`config.mk`:
```
export PLATFORM = sky130hd
export DESIGN_NAME = counter_32_seq_ctrl
export DESIGN_NICKNAME = d
export VERILOG_FILES = /design/src/rtl/counter_32_seq_ctrl.sv
export SDC_FILE = /design/constraint.sdc
export NUM_CORES = 1
export LEC_CHECK = 0
export CAP_MARGIN = 30
export CORE_ASPECT_RATIO = 1.5
export CORE_MARGIN = 2
export CORE_UTILIZATION = 45
export CTS_BUF_LIST = sky130_fd_sc_hd__clkbuf_4 sky130_fd_sc_hd__clkbuf_8
export CTS_CLUSTER_SIZE = 20
export DETAILED_ROUTE_END_ITERATION = 8
export GPL_TIMING_DRIVEN = 0
export PLACE_DENSITY = 0.86
export SKIP_LAST_GASP = 1
export SLEW_MARGIN = 10
export SYNTH_ARGS = -nofsm -noshare
export SYNTH_HDL_FRONTEND = slang
export SYNTH_SLANG_ARGS = --single-unit
```
`constraint.sdc`:
```
create_clock -name clk -period 8.3 [get_ports clk]
set_input_delay 2.075 -clock clk [delete_from_list [all_inputs] [get_ports clk]]
set_output_delay 2.075 -clock clk [all_outputs]
set_load 0.03 [all_outputs]
```
`src/rtl/counter_32_seq_ctrl.sv`:
```
// ---------------------------------------------------------------------------
// counter_32_seq_ctrl
//
// Sequencing controller for a single counter_32_rev instance. It converts a
// host start/stop handshake into one-shot or periodic interval runs, counting
// up or down. It also reports every expiry of the interval to the host.
//
// The controller drives the counter's s / Load / PData inputs and watches
// its cnt / Rc outputs. Whenever the controller is not running, it keeps
// the counter frozen by reloading a held value on every edge.
//
// Parameters:
//   CNT_W       counter width, must match the counter instance
//   EXP_W       width of the saturating expiry counter
//
// Ports:
//   clk         system clock, rising edge
//   rst         asynchronous reset, active-high
//   start       begin a run (accepted in IDLE only)
//   stop        abort the current run and return to IDLE
//   dir         direction latched at start: 1 = up, 0 = down
//   periodic    latched at start: 1 = auto-reload on expiry, 0 = one-shot
//   load_val    start value latched at start
//   pause       (CTRL_PAUSE_EN only) hold the counter while running
//   cnt_in      counter cnt output
//   rc_in       counter Rc output (terminal count for the current direction)
//   cnt_s       drives counter s
//   cnt_load    drives counter Load
//   cnt_pdata   drives counter PData
//   busy        high in LOAD and RUN
//   done        one-cycle pulse when a one-shot run completes
//   tick        one-cycle pulse for every expiry
//   expire_cnt  expiries since the last accepted start, saturating
//
// Optional feature macro: CTRL_PAUSE_EN adds the 'pause' input.
// ---------------------------------------------------------------------------
module counter_32_seq_ctrl #(
  parameter int CNT_W = 32,
  parameter int EXP_W = 8
) (
  input  logic             clk,
  input  logic             rst,
  input  logic             start,
  input  logic             stop,
  input  logic             dir,
  input  logic             periodic,
  input  logic [CNT_W-1:0] load_val,
`ifdef CTRL_PAUSE_EN
  input  logic             pause,
`endif
  input  logic [CNT_W-1:0] cnt_in,
  input  logic             rc_in,
  output logic             cnt_s,
  output logic             cnt_load,
  output logic [CNT_W-1:0] cnt_pdata,
  output logic             busy,
  output logic             done,
  output logic             tick,
  output logic [EXP_W-1:0] expire_cnt
);

  typedef enum logic [1:0] {
    IDLE = 2'd0,
    LOAD = 2'd1,
    RUN  = 2'd2,
    DONE = 2'd3
  } state_t;

  state_t             state_q, state_d;
  logic               dir_q, dir_d;
  logic               periodic_q, periodic_d;
  logic [CNT_W-1:0]   val_q, val_d;
  logic [CNT_W-1:0]   hold_q, hold_d;
  logic               busy_q, busy_d;
  logic               done_q, done_d;
  logic               tick_q, tick_d;
  logic [EXP_W-1:0]   expire_q, expire_d;
  logic               paused;

  // A pause only matters while running, and stop always takes priority.
`ifdef CTRL_PAUSE_EN
  assign paused = pause & ~stop & (state_q == RUN);
`else
  assign paused = 1'b0;
`endif

  // Next-state and next-output logic. The status outputs are registered, so
  // they are computed from the next state rather than the current one.
  always_comb begin
    state_d    = state_q;
    dir_d      = dir_q;
    periodic_d = periodic_q;
    val_d      = val_q;
    hold_d     = hold_q;
    tick_d     = 1'b0;
    expire_d   = expire_q;

    case (state_q)
      IDLE: begin
        // stop beats a simultaneous start
        if (start && !stop) begin
          dir_d      = dir;
          periodic_d = periodic;
          val_d      = load_val;
          expire_d   = '0;
          state_d    = LOAD;
        end
      end

      LOAD: begin
        state_d = RUN;
      end

      RUN: begin
        if (stop) begin
          // Freeze the counter where it stood when the host aborted.
          hold_d  = cnt_in;
          state_d = IDLE;
        end else if (rc_in && !paused) begin
          tick_d   = 1'b1;
          expire_d = (expire_q == '1) ? expire_q : expire_q + EXP_W'(1);
          if (!periodic_q) begin
            // The counter steps past the terminal value on this edge, so the
            // terminal value is captured here and reloaded from DONE on.
            hold_d  = cnt_in;
            state_d = DONE;
          end
        end
      end

      DONE: begin
        state_d = IDLE;
      end

      default: begin
        state_d = IDLE;
      end
    endcase

    busy_d = (state_d == LOAD) || (state_d == RUN);
    done_d = (state_d == DONE);
  end

  // All controller state, including the registered status outputs.
  always_ff @(posedge clk or posedge rst) begin
    if (rst) begin
      state_q    <= IDLE;
      dir_q      <= 1'b0;
      periodic_q <= 1'b0;
      val_q      <= '0;
      hold_q     <= '0;
      busy_q     <= 1'b0;
      done_q     <= 1'b0;
      tick_q     <= 1'b0;
      expire_q   <= '0;
    end else begin
      state_q    <= state_d;
      dir_q      <= dir_d;
      periodic_q <= periodic_d;
      val_q      <= val_d;
      hold_q     <= hold_d;
      busy_q     <= busy_d;
      done_q     <= done_d;
      tick_q     <= tick_d;
      expire_q   <= expire_d;
    end
  end

  // Counter load control. Outside a run the counter is pinned to hold_q;
  // during reset hold_q is zero, so the counter clears on every edge. In a
  // periodic run the reload happens on the expiry edge itself, which keeps
  // the wrap value from ever appearing on cnt_in.
  always_comb begin
    cnt_load  = 1'b1;
    cnt_pdata = hold_q;
    case (state_q)
      IDLE, DONE: begin
        cnt_load  = 1'b1;
        cnt_pdata = hold_q;
      end
      LOAD: begin
        cnt_load  = 1'b1;
        cnt_pdata = val_q;
      end
      RUN: begin
        if (paused) begin
          cnt_load  = 1'b1;
          cnt_pdata = cnt_in;
        end else begin
          cnt_load  = rc_in & periodic_q;
          cnt_pdata = val_q;
        end
      end
      default: begin
        cnt_load  = 1'b1;
        cnt_pdata = hold_q;
      end
    endcase
  end

  assign cnt_s      = dir_q;
  assign busy       = busy_q;
  assign done       = done_q;
  assign tick       = tick_q;
  assign expire_cnt = expire_q;

endmodule

```
# Word level (Yosys, flattened, before mapping)
# Cells that the tools add are included.
dict set report word_totals {
  regBits 79
  inputBits 71
  out_inout_bits 45
}
dict set report op_classes {
  add_sub_neg 1
  n_eq_ne 12
  muxes 18
  n_bitwise 1
  reduce_logical 12
}
# operator n
set op_table {}
lappend op_table {{32-bit 2-to-1 mux} 3}
lappend op_table {{32-bit case mux with 2 select lines} 1}
lappend op_table {{8-bit 2-to-1 mux} 4}
lappend op_table {{8-bit case mux with 2 select lines} 1}
lappend op_table {{2-bit inequality test (second input constant)} 5}
lappend op_table {{8-bit by 1-bit adder with 8-bit output (second input constant)} 1}
lappend op_table {{2-bit == test (second input constant)} 4}
lappend op_table {{8-bit == test (second input constant)} 1}
lappend op_table {{2-bit 2-to-1 mux} 4}
lappend op_table {{2-bit case mux with 4 select lines} 1}
lappend op_table {{5-bit AND reduction} 1}
lappend op_table {{2-bit by 1-bit == test with 1-bit output (second input constant)} 2}
lappend op_table {{2-bit nonzero test} 2}
lappend op_table {{2-bit OR reduction} 2}
lappend op_table {{1-bit 2-to-1 mux} 3}
lappend op_table {{3-bit AND reduction} 1}
lappend op_table {{3-bit OR reduction} 1}
lappend op_table {{2-bit zero test} 1}
lappend op_table {{1-bit case mux with 2 select lines} 1}
lappend op_table {{2-bit AND reduction} 1}
lappend op_table {{1-bit bitwise AND} 1}
lappend op_table {{1-bit logical AND} 1}
lappend op_table {{1-bit zero test} 1}
lappend op_table {{1-bit logical OR} 1}

# Depth between registers and ports, before layout
dict set report logic_depth {
  depth_word 6
  depth_mapped 7
}

# Least setup slack after synthesis
# OpenSTA, ideal clock, no wires.
dict set report synth_timing {
  path_kind {in2out}
  start {input rc_in}
  end {output cnt_load}
  arrival_ns 2.331
  required_time_ns 6.225
  slack_ns 3.894
  cell_stages 2
  path_buffers 0
  path_cell_list {nand2_1 > nand2_1}
}
dict set report synth_between {
  elab_chain_cells 2
}
# element line
set synth_lines {}
lappend synth_lines {{start, declared} 52} ;# input logic rc_in,
lappend synth_lines {{1-bit bitwise AND} 190} ;# cnt_load = rc_in & periodic_q;
lappend synth_lines {{1-bit case mux with 2 select lines} 176} ;# case (state_q)
lappend synth_lines {{end, declared} 54} ;# output logic cnt_load,
# Every way passes these cells.

# Worst setup path in the final report
# Ends and elaborated chain as after synthesis.

==> results.yml <==
min_path:
  hp-class: "flip-flop to flip-flop"
  worstHoldEndpoint: "cnt_s$_DFFE_PP0P_"
  hold_depth: 1
  hold_start: "cnt_s$_DFFE_PP0P_"
route:
  drc: 0
  viasPerCell: 5.17
  wirelength_um: 7930
  drtAntennaViolNets: 0
  drtIter0Drc: 98
  drtPass1Iterations: 6
  vias: 2535
  wl_per_cell_um: 16.2
synthesis:
  ys_types: 33
  synthArstFlopShare_pct: 100
  yosys_warnings: 0
  syn-num-nets: 331
  synth_top_flop_cell: "dfrtp_1"
  synth_fa_ha_area_share_pct: 1.41
  yosys.area_share.simple_pct: 5.27
  muxShareOfSynthArea_pct: 31.6
  synth-compound-area-share_pct: 3.66
  synth_top_family_by_area: "multiplexers"
  synthTopCellsByArea: "dfrtp_1, mux2_2, mux2_1, ha_1, buf_2"
  synth_area_sq_um: 3560
  yosysTopAreaCellShare_pct: 55.6
  yosysMostFrequentCell: "mux2_2"
  synth_edf_count: 0
  synth_top_cell_by_area: "dfrtp_1"
  synthXorXnorAreaFrac_pct: 0
  avgSynthCellArea_sq_um: 13.9
  synth_cells: 256
  ys_ff_latch: 79
  ys_seq_area_share_pct: 55.6
  yosys-top-cells-count: "mux2_2, dfrtp_1, mux2_1, nand2_1, buf_2"
place:
  place.gp.congestion: 0.882
  dp_cells: 474
  dp_hpwl_um: 5920
  port_buffers: 115
clock_tree:
  tritoncts: "done"
  cts_setup_buffers: 0
  cts_resized: 0
  cts_hold_buffers: 0
  clkLatencyLatePin_ns: 0.35
  cts_buffers: 9
  cts_root_buffer: "clkbuf_8"
  htree_num_levels: 3
  cts_num_sinks: 79
  cts.reportedPaths.clkPinSlew_ns: 0.07
  clockBufferDepth: 2
global_route:
  globalRouteOverflowTotal: 0
  gr-usage-met3_pct: 3.27
  grt_pass1_vias: 2679
  grt.busiest_layer: "met2"
  met2_usage_pct: 35.2
  grt_pass1_wl_um: 13200
  grt_usage_pct: 19.8
  grt_max_degree: 43
  grt_antenna_before_repair: 0
  grtUsageMet1_pct: 22.5
layout:
  finish.utilization_pct: 65.8
  area_delta_synth_final_pct: 41.6
  fill_cells: 609
  drive_above_1_share_pct: 29.9
  layout.nets: 458
  n_antenna_cell: 0
  stdcell_count: 490
timing:
  grt_setup_unrepaired: "no"
  setup_tns_ns: 0
  fin_crit_sh_pct: 65.8
  fin_crit_ns: 5.46
  relSlewSlack_pct: 58.2
  finalSetupViolCount: 0
  maxSlewViolCount: 0
  worst_pin_slew_ns: 0.627
  fmax_mhz: 183
  finalHoldViolations: 0
  hold_ws_ns: 0.495
  clock_skew_ns: 0.00588
floorplanning:
  num_rows: 39
  fp.dieArea_sq_um: 8650
  die_height_um: 113
  top_level_ports: 116
  coreArea_sq_um: 7660
  die_w_um: 76.6
  start_util_pct: 46.4
setup_path:
  r2r_cells: 7
  worstSetupStartpointType: "input pin"
  endpoint_kind: "output port"
  required_ns: 6.23
  cp_max_fo: 3
  r2r_end: "val_q[23]$_DFFE_PP0P_"
  critPathKind: "input pin to output port"
  rr_startpoint: "state_q[0]$_DFF_PP0_"
  r2r_setup_slack_ns: 6.23
  arrival_ns: 3.39
power:
  peakVddDrop_mv: 0.263
  power_density_nw_per_um2: 439
  power_mw: 2.21
  p_leak_nw: 2.09
flow_run:
  cap_violations: 0
outcome:
  status: "completed"
[metal layers]
metal  wire [um]  vias up
li1            -     1174
met1        3050     1264
met2        4330       82
met3         329       15
met4         211        0
met5           0        -
[worst max-delay path, cell delays in order]
cell	delay [ns]
clkdlybuf4s50_1	0.51
nand2_1	0.07
nand2_1	0.07
clkdlybuf4s50_1	0.66
[flip-flops by register name (all words and copies together) (netlist names)]
signal	cells
tick	1
hold_q	32
expire_cnt	8
state_q	2
cnt_s	1
periodic_q	1
val_q	32
done	1
busy	1
[layout by cell type, fill, tap and decap left out, types with 2 or more instances in the layout]
master / netlist / final
mux2_1: 11 / 11
clkinv_2: 0 / 2
nand3_1: 3 / 3
ha_1: 4 / 4
buf_1: 3 / 3
buf_2: 9 / 9
nand2b_1: 5 / 5
clkbuf_8: 0 / 10
clkdlybuf4s50_1: 0 / 115
nor2_1: 4 / 4
or4_1: 2 / 2
clkbuf_1: 2 / 2
dfrtp_1: 79 / 79
inv_1: 7 / 6
clkinvlp_4: 0 / 2
mux2_2: 87 / 87
nor4_2: 2 / 2
o21ai_0: 5 / 5
nand2_1: 10 / 10
nand4b_1: 2 / 2
mux2i_1: 2 / 2
o31ai_1: 3 / 3
a21boi_1: 2 / 2
[how the worst max path moves through the flow]
stage,start,to,slack [ns],cells past startpoint
floorplan,rc_in,cnt_load,3.89,2
global placement,rc_in,cnt_load,2.86,4
finish,rc_in,cnt_load,2.84,4
detailed placement,rc_in,cnt_load,2.83,4
CTS,rc_in,cnt_load,2.83,4
global route,rc_in,cnt_load,2.77,4
[kinds of logic after synthesis]
| logic type | after synthesis |
|---|---|
| mux | 100 |
| flops | 79 |
| simple gates | 33 |
| buf+inv | 21 |
| compound gates | 19 |
| fa+ha+maj | 4 |
[through the flow]
stage	setup WS, ns	cell area [sq um]
2_1_floorplan	3.89	3560
3_3_place_gp	2.86	4840
3_5_place_dp	2.83	4860
4_1_cts	2.83	5040
5_1_grt	2.77	5040
6_report	2.84	5040
[layout make-up]
type                    instances  area, sq um  share of cell area, %
plain buffers                  14         63.8                   1.27
multi-input cells             156         1490                   29.6
well taps                     102          128                   2.53
flip-flops and latches         79         1980                   39.2
clock buffers                  11          145                   2.88
clock inverters                 5         33.8                  0.670
repair buffers                116         1170                   23.2
inverters                       7         28.8                  0.571
[where the power goes]
part	switching, mW	total, mW	internal [mW]
registers	0.0911	0.658	0.567
logic	0.656	1.30	0.640
clock network	0.138	0.258	0.120
No activity file was read; power rests on OpenSTA's default activity.
